[src/rtl/uart_tx_scheduler.sv]
// Two-requester UART transmitter: a round-robin arbiter picks one byte at a
// time and a small FSM frames it as start bit, LSB-first data and stop bits.
// Every line change is paced by baud_tick.
module uart_tx_scheduler #(
  parameter int DATA_BITS = 8,  // data bits per frame, 5..9
  parameter int STOP_BITS = 1   // stop bit periods, 1 or 2
) (
  input  logic                 clk,
  input  logic                 reset,       // asynchronous, active low
  input  logic                 baud_tick,
  input  logic                 req0_valid,
  input  logic [DATA_BITS-1:0] req0_data,
  output logic                 req0_ready,
  input  logic                 req1_valid,
  input  logic [DATA_BITS-1:0] req1_data,
  output logic                 req1_ready,
  output logic                 tx,
  output logic                 busy,
  output logic                 grant_id,
  output logic                 frame_done
);

  localparam int CNT_W  = (DATA_BITS > 1) ? $clog2(DATA_BITS) : 1;
  localparam int STOP_W = (STOP_BITS > 1) ? $clog2(STOP_BITS) : 1;
  localparam logic [CNT_W-1:0]  LAST_BIT  = CNT_W'(DATA_BITS - 1);
  localparam logic [STOP_W-1:0] LAST_STOP = STOP_W'(STOP_BITS - 1);

  typedef enum logic [2:0] {
    IDLE,
    WAIT_START,
    START,
    DATA,
    STOP
  } state_e;

  state_e               state_q, state_d;
  logic [DATA_BITS-1:0] shift_q, shift_d;
  logic [CNT_W-1:0]     bit_cnt_q, bit_cnt_d;
  logic [STOP_W-1:0]    stop_cnt_q, stop_cnt_d;
  logic                 tx_q, tx_d;
  logic                 busy_q, busy_d;
  logic                 grant_q, grant_d;
  logic                 last_grant_q, last_grant_d;
  logic                 frame_done_q, frame_done_d;

  logic winner;
  logic xfer;

  // Round-robin pick; ready is only offered while idle and out of reset.
  always_comb begin
    winner = 1'b0;
    if (req0_valid && req1_valid) begin
      winner = ~last_grant_q;
    end else if (req1_valid) begin
      winner = 1'b1;
    end
    req0_ready = (state_q == IDLE) && reset && req0_valid && !winner;
    req1_ready = (state_q == IDLE) && reset && req1_valid &&  winner;
    xfer       = req0_ready || req1_ready;
  end

  // Next-state logic: the frame advances only on baud ticks.
  always_comb begin
    // NOTE: every target gets a default first so no path infers a latch.
    state_d      = state_q;
    shift_d      = shift_q;
    bit_cnt_d    = bit_cnt_q;
    stop_cnt_d   = stop_cnt_q;
    tx_d         = tx_q;
    busy_d       = busy_q;
    grant_d      = grant_q;
    last_grant_d = last_grant_q;
    frame_done_d = 1'b0;

    unique case (state_q)
      IDLE: begin
        // A tick in the accept cycle is deliberately ignored.
        if (xfer) begin
          shift_d      = winner ? req1_data : req0_data;
          grant_d      = winner;
          last_grant_d = winner;
          busy_d       = 1'b1;
          state_d      = WAIT_START;
        end
      end
      WAIT_START: begin
        if (baud_tick) begin
          tx_d    = 1'b0;
          state_d = START;
        end
      end
      START: begin
        if (baud_tick) begin
          tx_d      = shift_q[0];
          bit_cnt_d = '0;
          state_d   = DATA;
        end
      end
      DATA: begin
        if (baud_tick) begin
          if (bit_cnt_q != LAST_BIT) begin
            shift_d   = shift_q >> 1;
            tx_d      = shift_q[1];
            bit_cnt_d = bit_cnt_q + 1'b1;
          end else begin
            tx_d       = 1'b1;
            stop_cnt_d = '0;
            state_d    = STOP;
          end
        end
      end
      STOP: begin
        if (baud_tick) begin
          if (stop_cnt_q != LAST_STOP) begin
            stop_cnt_d = stop_cnt_q + 1'b1;
          end else begin
            frame_done_d = 1'b1;
            busy_d       = 1'b0;
            state_d      = IDLE;
          end
        end
      end
      default: state_d = IDLE;
    endcase
  end

  // State register; reset aborts any frame and parks the line high.
  always_ff @(posedge clk or negedge reset) begin
    if (!reset) begin
      state_q      <= IDLE;
      shift_q      <= '0;
      bit_cnt_q    <= '0;
      stop_cnt_q   <= '0;
      tx_q         <= 1'b1;
      busy_q       <= 1'b0;
      grant_q      <= 1'b0;
      last_grant_q <= 1'b1;  // requester 0 wins the first tie
      frame_done_q <= 1'b0;
    end else begin
      // NOTE: non-blocking so every register samples pre-edge values.
      state_q      <= state_d;
      shift_q      <= shift_d;
      bit_cnt_q    <= bit_cnt_d;
      stop_cnt_q   <= stop_cnt_d;
      tx_q         <= tx_d;
      busy_q       <= busy_d;
      grant_q      <= grant_d;
      last_grant_q <= last_grant_d;
      frame_done_q <= frame_done_d;
    end
  end

  assign tx         = tx_q;
  assign busy       = busy_q;
  assign grant_id   = grant_q;
  assign frame_done = frame_done_q;

endmodule

[config.mk]
export PLATFORM = sky130hd
export DESIGN_NAME = uart_tx_scheduler
export DESIGN_NICKNAME = d
export VERILOG_FILES = /design/src/rtl/uart_tx_scheduler.sv
export SDC_FILE = /design/constraint.sdc
export NUM_CORES = 1
export LEC_CHECK = 0
export CAP_MARGIN = 20
export CORE_AREA = 10 10 68 70
export DETAILED_ROUTE_END_ITERATION = 10
export DIE_AREA = 0 0 78 80
export GPL_TIMING_DRIVEN = 0
export PLACE_DENSITY = 0.56
export SLEW_MARGIN = 20
export SYNTH_ARGS = -nofsm -noshare
export SYNTH_HDL_FRONTEND = slang
export SYNTH_SLANG_ARGS = --single-unit
[constraint.sdc]
create_clock -name clk -period 2.1 [get_ports clk]
set_input_delay 0.63 -clock clk [delete_from_list [all_inputs] [get_ports clk]]
set_output_delay 0.63 -clock clk [all_outputs]
set_load 0.005 [all_outputs]
==> reports/results.ini, run 1 <==
[run_status]
outcome = finished, violations left
violations = negative setup slack

[clock_tree]
clock_sinks = 19
htreeDepth = 1
path_clk_slew_ns = 0.11
cts_root_buf = clkbuf_4
cts_buffers = 3
tritoncts = done
ctsLongestPathBuffers = 2
clk_latency_ns = 0.29
holdBufCountCts = 0

[drt]
dr_total_vias = 1049
routed_wl_um = 2920
wl_per_cell_um = 15.1
avgViaCountPerCell = 5.44
drc = 0
dr.pass1.iters = 4
ant_nets = 0
dr.first_iter.drc_count = 91

[pwr]
max-vdd-ir-drop_uv = 398
power_leakage_nw = 0.650
power.density_nw_per_um2 = 846

[cells_and_area]
layout_commonest_cell = clkdlybuf4s50_1
areaGrowthSynthToFinish_pct = 41.0
final_cell_mix = clkdlybuf4s50_1 (20), dfrtp_1 (16), nor2_1 (10), o31ai_1 (9), o221ai_1 (8)
drive_gt1_share_pct = 17.0
stdcell_area_um2 = 1570
n_fill_cell = 317
antenna-diode-count = 0
finalNetCount = 171

[setup_path]
cp-start-kind = flip-flop
arrival_ns = 1.48
crit_type = flip-flop to output port
worstPathMaxFanout = 2
crit_chain = or4b_4 -> nor2_4 -> buf_2
cp_slowest_cell = or4b_4
max_stage_delay_ns = 0.57
worstSetupEndpointType = output port
critPathBufInv = 1
critPathRequiredTime_ns = 1.47
crit_family = simple AND/OR/NAND/NOR gates

[place]
io_buffers = 25
place_area_um2 = 1420
dp_hpwl_um = 2130
globalplace.congestion = 0.794

[die]
design.core.area_um2 = 3280
dieArea_um2 = 6240
std_cell_rows = 21
io_pins = 27
die_w_um = 78
initial_utilization_pct = 33.9
fp.dieH_um = 80

[global_route]
antenna_found_initial = 0
grt_pass1_wl_um = 4840
grt_pass1_vias = 1008
grt_max_degree = 12
grtUsageTotal_pct = 9.35
grt_overflow = 0

[sta]
slew_headroom_pct = 58.9
fin_ws_ns = -0.0101
period_needed_ns = 2.11
grt_setup_unrepaired = true
hold_violations = 0
tightest_slew_ns = 0.615
fin_skew_ns = 0.00283
setup_viol = 1
hold_ws_ns = 0.110
fin_crit_sh_pct = 100
drv_slew = 0
fmax_ghz = 0.474

[logic_synthesis]
syn-num-nets = 137
synth.avg_cell_area_um2 = 9.77
syn_inst = 114
ys_ff_latch = 19
syn_area_um2 = 1110
ys_seq_area_share_pct = 42.9
yosys_warnings = 0
synth_cell_type_count = 35

[worst_hold_path]
holdCritPathClass = input pin to asynchronous set/reset pin

[run]
maxCapViolCount = 0

synth_stat cells (all sizes together):
| cell | instances | area, um^2 |
|---|---|---|
| o22ai | 1 | 6.26 |
| nor3 | 1 | 5.00 |
| and3b | 1 | 8.76 |
| buf | 2 | 8.75 |
| clkbuf | 8 | 30.0 |
| o221ai | 8 | 70.1 |
| nand4b | 1 | 8.76 |
| ha | 2 | 25.0 |
| and2 | 7 | 43.8 |
| and4 | 1 | 8.76 |
| a31o | 1 | 8.76 |
| and3 | 2 | 12.5 |
| nor2 | 11 | 41.3 |
| a21oi | 4 | 20.0 |
| a22o | 5 | 43.8 |
| a221oi | 7 | 61.3 |
| o22a | 1 | 10.0 |
| a31oi | 2 | 12.5 |
| nor3b | 1 | 7.51 |
| mux2 | 1 | 11.3 |
| nand3b | 2 | 15.0 |
| a21bo | 1 | 10.0 |
| nand2 | 4 | 15.0 |
| or4b | 1 | 10.0 |
| o31ai | 9 | 67.6 |
| inv | 3 | 11.3 |
| nand2b | 1 | 6.26 |
| o21ai | 3 | 15.0 |
| mux2i | 1 | 10.0 |
| nor4b | 1 | 15.0 |
| dfrtp | 17 | 425 |
| nor4bb | 1 | 10.0 |
| dfstp | 2 | 52.6 |
| nor2b | 1 | 6.26 |
layout make-up:
| type | count | area (um^2) | share of cell area (%) |
|---|---|---|---|
| flip-flops and latches | 19 | 479 | 30.5 |
| multi-input cells | 82 | 612 | 39.0 |
| repair buffers | 32 | 337 | 21.4 |
| inverters | 3 | 11.3 | 0.717 |
| clock buffers | 4 | 26.3 | 1.67 |
| well taps | 46 | 57.6 | 3.67 |
| plain buffers | 7 | 47.5 | 3.03 |
power breakdown:
group / switching (mW) / internal (mW) / total [mW]
sequential: 0.0869 / 0.512 / 0.599
clock: 0.111 / 0.0737 / 0.185
combinational: 0.252 / 0.294 / 0.545
metrics by stage:
stage	worst slack (ns)	total power, mW	TNS, ns	std cells	util, %
floorplan	0.140	0.938	0	114	-
global placement	-1.63	1.10	-13.63	185	43.3
detailed placement	-1.65	1.12	-14.34	185	43.3
CTS	-0.0830	1.34	-0.0894	194	48.2
global route	-0.0814	1.45	-0.148	193	47.8
finish	-0.0101	1.33	-0.0101	193	47.8
sequential cells by signal, indices dropped and copies added (netlist names):
name and count:
shift_q 8, bit_cnt_q 3, state_q 3, busy 1, frame_done 1, grant_id 1, last_grant_q 1, tx 1
what timing repair did:
item | CTS | global route
gates cloned | 1 | 0
setup endpoints to repair | 14 | 10
buffers inserted | 5 | 1
pin swaps | 4 | 2
gates resized for setup | 37 | 2
cell families after synthesis:
kind of cell	share of synthesized area, %
AOI/OAI and AO/OA	29.2
adders and majority gates	2.25
buffers and inverters	4.49
DFF	42.9
muxes	1.91
and+or+nand+nor	19.2
worst paths after layout:
check	slack, ns	depth (start not counted)	to	startpoint
setup / recovery	-0.01	3	req1_ready	state_q[2]
hold / removal	0.11	1	state_q[0]	reset
setup reg to reg	0.18	5	shift_q[2]	state_q[2]
hold reg to reg	0.51	2	tx	tx
max in group asynchronous	1.75	1	shift_q[0]	reset
min in group clk	0.51	2	tx	tx
per-layer routing:
layer,wire length (um),vias to the layer above,global-route usage (%),part of all wire [%]
li1,-,513,-,-
met4,18,0,2.15,0.62
met3,181,2,2.70,6.2
met2,1310,33,14.3,45
met5,0,-,0,0
met1,1400,501,12.7,48
(Power assumes the default switching activity.)
==> inputs of run 2 (changes only) <==
- CORE_AREA: 10 10 68 70 -> 2 2 52 54
- DIE_AREA: 0 0 78 80 -> 0 0 54 56
- PLACE_DENSITY: 0.56 -> 0.72
==> reports/results.ini, run 2 (synthesis gave the netlist of run 1 again) <==
[place]
globalplace.congestion = 0.766
place_inst = 169
dp_hpwl_um = 1850
dp_slack_ns = -1.58
io_buffers = 25

[setup_path]
worstSetupEndpointType = output port
timing.rr.end = bit_cnt_q[0]
worstSetupStartpoint = state_q[2]
cp_slowest_cell = or4b_4
r2r-start = bit_cnt_q[0]
ff2ff_setup_slack_ns = 0.12
crit_type = flip-flop to output port
r2r_cells = 6
max_stage_delay_ns = 0.50
critPathRequiredTime_ns = 1.47
arrival_ns = 1.56
cp-start-kind = flip-flop
crit_family = simple AND/OR/NAND/NOR gates
worstPathMaxFanout = 2
crit_chain = buf_6 -> or4b_4 -> nor2_2 -> buf_2
critPathBufInv = 2

[worst_hold_path]
holdCritPathClass = input pin to asynchronous set/reset pin

[cells_and_area]
reg.largest.list = shift_q: 8 flops, bit_cnt_q: 3 flops, state_q: 3 flops
layout_commonest_cell = clkdlybuf4s50_1
stdcell_count = 178
areaGrowthSynthToFinish_pct = 37.2
n_fill_cell = 211
antenna-diode-count = 0
largest_reg_flops = 8
post-route-util_pct = 62.8
finalNetCount = 172
final_cell_mix = clkdlybuf4s50_1 (20), dfrtp_1 (16), nor2_1 (10), o31ai_1 (9), o221ai_1 (8)
regMostFlops = shift_q
drive_gt1_share_pct = 17.6

[pwr]
power_leakage_nw = 0.641
power.density_nw_per_um2 = 872
max-vdd-ir-drop_uv = 557

[run]
maxCapViolCount = 0

[global_route]
antenna_found_initial = 0
grt_pass1_vias = 1075
grtUsageTotal_pct = 20.6
grt_pass1_wl_um = 4690
grt_max_degree = 22
grt_overflow = 0

[run_status]
violations = negative setup slack
outcome = finished, violations left

[sta]
drv_slew = 0
fmax_ghz = 0.457
slew_headroom_pct = 59.9
hold_violations = 0
grt_setup_unrepaired = true
fin_skew_ns = 0.00266
fin_ws_ns = -0.0869
period_needed_ns = 2.19
fin_crit_sh_pct = 104
setup_viol = 2
tightest_slew_ns = 0.599

[drt]
dr_total_vias = 1082
ant_nets = 0
dr.first_iter.drc_count = 21
routed_wl_um = 2830
drc = 0
wl_per_cell_um = 15.9
dr.pass1.iters = 4
avgViaCountPerCell = 6.08

[clock_tree]
clock_sinks = 19
tritoncts = done
ctsLongestPathBuffers = 2
cts_buffers = 3
htreeDepth = 1
clk_latency_ns = 0.30
cts_root_buf = clkbuf_4
path_clk_slew_ns = 0.11

[die]
initial_utilization_pct = 45.8
die_w_um = 54
io_pins = 27
dieArea_um2 = 3020
design.core.area_um2 = 2430
std_cell_rows = 18
fp.dieH_um = 56

-- run 2: cell types whose count changed in the layout (fill, tap and decap cells not counted), sizes merged --
cell    delta
buf        +2
bufbuf     -1
-- run 2: metal layers --
metal / track usage [%] / vias to the layer above / share of wire (%) / wire, um
met2: 34.1 / 51 / 51 / 1430
met1: 24.3 / 512 / 40 / 1130
met3: 4.03 / 8 / 6.7 / 189
met5: 0 / - / 0 / 0
met4: 10.7 / 0 / 2.8 / 79
li1: - / 511 / - / -
-- run 2: worst max-delay path by stage --
stage	end	slack (ns)	depth (start not counted)
after floorplan	req1_ready	0.14	3
after global placement	req1_ready	-1.59	5
after detailed placement	req1_ready	-1.58	5
after CTS	req1_ready	-0.14	5
after global routing	req1_ready	-0.16	4
final	req1_ready	-0.09	4
-- run 2: cell type report --
type | count | area (um^2) | area share (%)
Tap cell | 30 | 37.5 | 2.46
Multi-Input combinational cell | 82 | 607 | 39.7
Inverter | 3 | 11.3 | 0.737
Clock buffer | 4 | 26.3 | 1.72
Buffer | 7 | 40.0 | 2.62
Sequential cell | 19 | 479 | 31.4
Timing Repair Buffer | 33 | 327 | 21.4
-- run 2: metrics by stage --
step           instance area (um^2)  hold WS, ns  total power [mW]  TNS (ns)
4_1_cts                        1540        0.115              1.33    -0.219
3_5_place_dp                   1400        0.499              1.11    -13.73
6_report                       1530        0.107              1.33   -0.0977
2_1_floorplan                  1110        0.334             0.938         0
5_1_grt                        1530       0.0954              1.44    -0.238
3_3_place_gp                   1400        0.493              1.09    -13.33
-- run 2: worst register-to-register path, stage by stage, from the launching register on --
cell and delay, ns:
dfrtp_1 0.43, ha_1 0.21, ha_1 0.17, clkbuf_1 0.19, nor4bb_1 0.54, mux2_2 0.26
a22o_1 0.12
-- run 2: where the power goes --
part	leakage, nW	switching (mW)	internal (mW)
Sequential	0.228	0.0913	0.512
Combinational	0.398	0.250	0.283
Clock	0.0150	0.122	0.0742
Total	0.641	0.463	0.869
-- run 2: timing repair --
item | in CTS | in global routing
endpoints found under the setup margin | 14 | 10
pin swaps | 4 | 2
cloned | 0 | 0
resized for setup | 36 | 3
setup buffers | 7 | 1
hold buffers | 0 | 0
==> inputs of run 3 (changes only) <==
- GPL_TIMING_DRIVEN: 0 -> unset
==> reports/results.ini, run 3 (synthesis gave the netlist of run 1 again) <==
[run_status]
violations = negative setup slack
outcome = finished, violations left

[cells_and_area]
stdcell_count = 183
final_cell_mix = clkdlybuf4s50_1 (21), dfrtp_1 (17), buf_4 (16), nor2_1 (11), o31ai_1 (9)
areaGrowthSynthToFinish_pct = 39.0
layout_commonest_cell = clkdlybuf4s50_1
antenna-diode-count = 0
regMostFlops = shift_q
largest_reg_flops = 8
reg.largest.list = shift_q: 8 flops, bit_cnt_q: 3 flops, state_q: 3 flops
seqCellArea_um2 = 478
multi_input_area_um2 = 598
post-route-util_pct = 63.6
n_fill_cell = 225
drive_gt1_share_pct = 21.6
finalNetCount = 177

[sta]
hold_violations = 0
fmax_ghz = 0.473
fin_skew_ns = 0.00998
slew_headroom_pct = 73.1
tightest_slew_ns = 0.398
grt_setup_unrepaired = true
setup_viol = 1
setup_tns_ns = -0.0141
period_needed_ns = 2.11
drv_slew = 0
fin_ws_ns = -0.0141
fin_crit_sh_pct = 101

[global_route]
grt_pass1_vias = 1031
grt_pass1_wl_um = 4510
grtUsageTotal_pct = 19.9
grt_max_degree = 17
grt_overflow = 0
antenna_found_initial = 0

[pwr]
power.density_nw_per_um2 = 859
power_leakage_nw = 0.669
max-vdd-ir-drop_uv = 455

[die]
io_pins = 27
design.core.area_um2 = 2430
fp.dieH_um = 56
initial_utilization_pct = 45.8
dieArea_um2 = 3020
die_w_um = 54
std_cell_rows = 18

[clock_tree]
tritoncts = done
holdBufCountCts = 0
ctsLongestPathBuffers = 2
cts_buffers = 3
cts_root_buf = clkbuf_4
clk_latency_ns = 0.31
htreeDepth = 1
clock_sinks = 19
path_clk_slew_ns = 0.11

[drt]
avgViaCountPerCell = 5.87
routed_wl_um = 2630
dr_total_vias = 1075
drc = 0
ant_nets = 0
dr.first_iter.drc_count = 18
wl_per_cell_um = 14.3
dr.pass1.iters = 4

[setup_path]
r2r-start = state_q[1]
crit_type = flip-flop to output port
worstSetupEndpointType = output port
r2r_cells = 4
ff2ff_setup_slack_ns = 0.30
worstPathMaxFanout = 2
timing.rr.end = shift_q[3]
critPathRequiredTime_ns = 1.47
cp-start-kind = flip-flop
arrival_ns = 1.48

[worst_hold_path]
holdCritPathClass = input pin to asynchronous set/reset pin

[place]
io_buffers = 26
place_inst = 176
globalplace.congestion = 0.798
dp_hpwl_um = 1950

[run]
maxCapViolCount = 0

==> run 3: cell types whose count changed in the layout (fill, tap and decap cells not counted), sizes merged <==
| cell | delta |
|---|---|
| buf | +9 |
| clkbuf | -5 |
| clkdlybuf4s50 | +1 |
==> run 3: worst max path at each step <==
stage          startpoint    endpoint  cells after the start
2_1_floorplan       reset  req1_ready                      3
3_3_place_gp        reset  req1_ready                      4
3_5_place_dp        reset  req0_ready                      5
4_1_cts        state_q[1]  req1_ready                      3
5_1_grt        state_q[1]  req1_ready                      3
6_report       state_q[1]  req1_ready                      3
==> run 3: layer usage <==
layer / global-route usage (%) / wire length, um
met5: 0 / 0
met4: 8.57 / 54
met3: 3.23 / 132
met2: 29.8 / 1220
met1: 27.9 / 1220
==> run 3: timing repair <==
action | 4_1_cts | 5_1_grt
resized for setup | 19 | 0
endpoints found under the setup margin | 10 | 2
buffers inserted | 3 | 0
pin swaps | 4 | 0
endpoints found under the hold margin | 0 | 0
==> run 3: layout make-up <==
class / count / area share (%)
sequential: 19 / 30.9
tap: 30 / 2.43
clock buffer: 4 / 1.70
multi-input combinational: 82 / 38.6
timing repair buffer: 45 / 25.6
inverter: 3 / 0.728
==> run 3: worst max-delay path: stages, from the launching register on <==
cell     delay, ns
dfrtp_1       0.43
or4b_4        0.54
nor2_1        0.10
buf_2         0.12
==> run 3: power by group <==
group | total, mW | internal, mW | switching, mW
Combinational | 0.545 | 0.294 | 0.251
Clock | 0.190 | 0.0742 | 0.116
Sequential | 0.595 | 0.511 | 0.0837
==> run 3: metrics by stage <==
step                setup slack [ns]  total power [mW]  hold WS [ns]  instance area (um^2)
floorplan                      0.140             0.938         0.334                  1110
global placement              -0.817              1.12         0.497                  1490
detailed placement            -0.829              1.14         0.510                  1490
CTS                         -0.00938              1.33         0.277                  1550
global route                 -0.0494              1.43         0.278                  1550
finish                       -0.0141              1.33         0.267                  1550
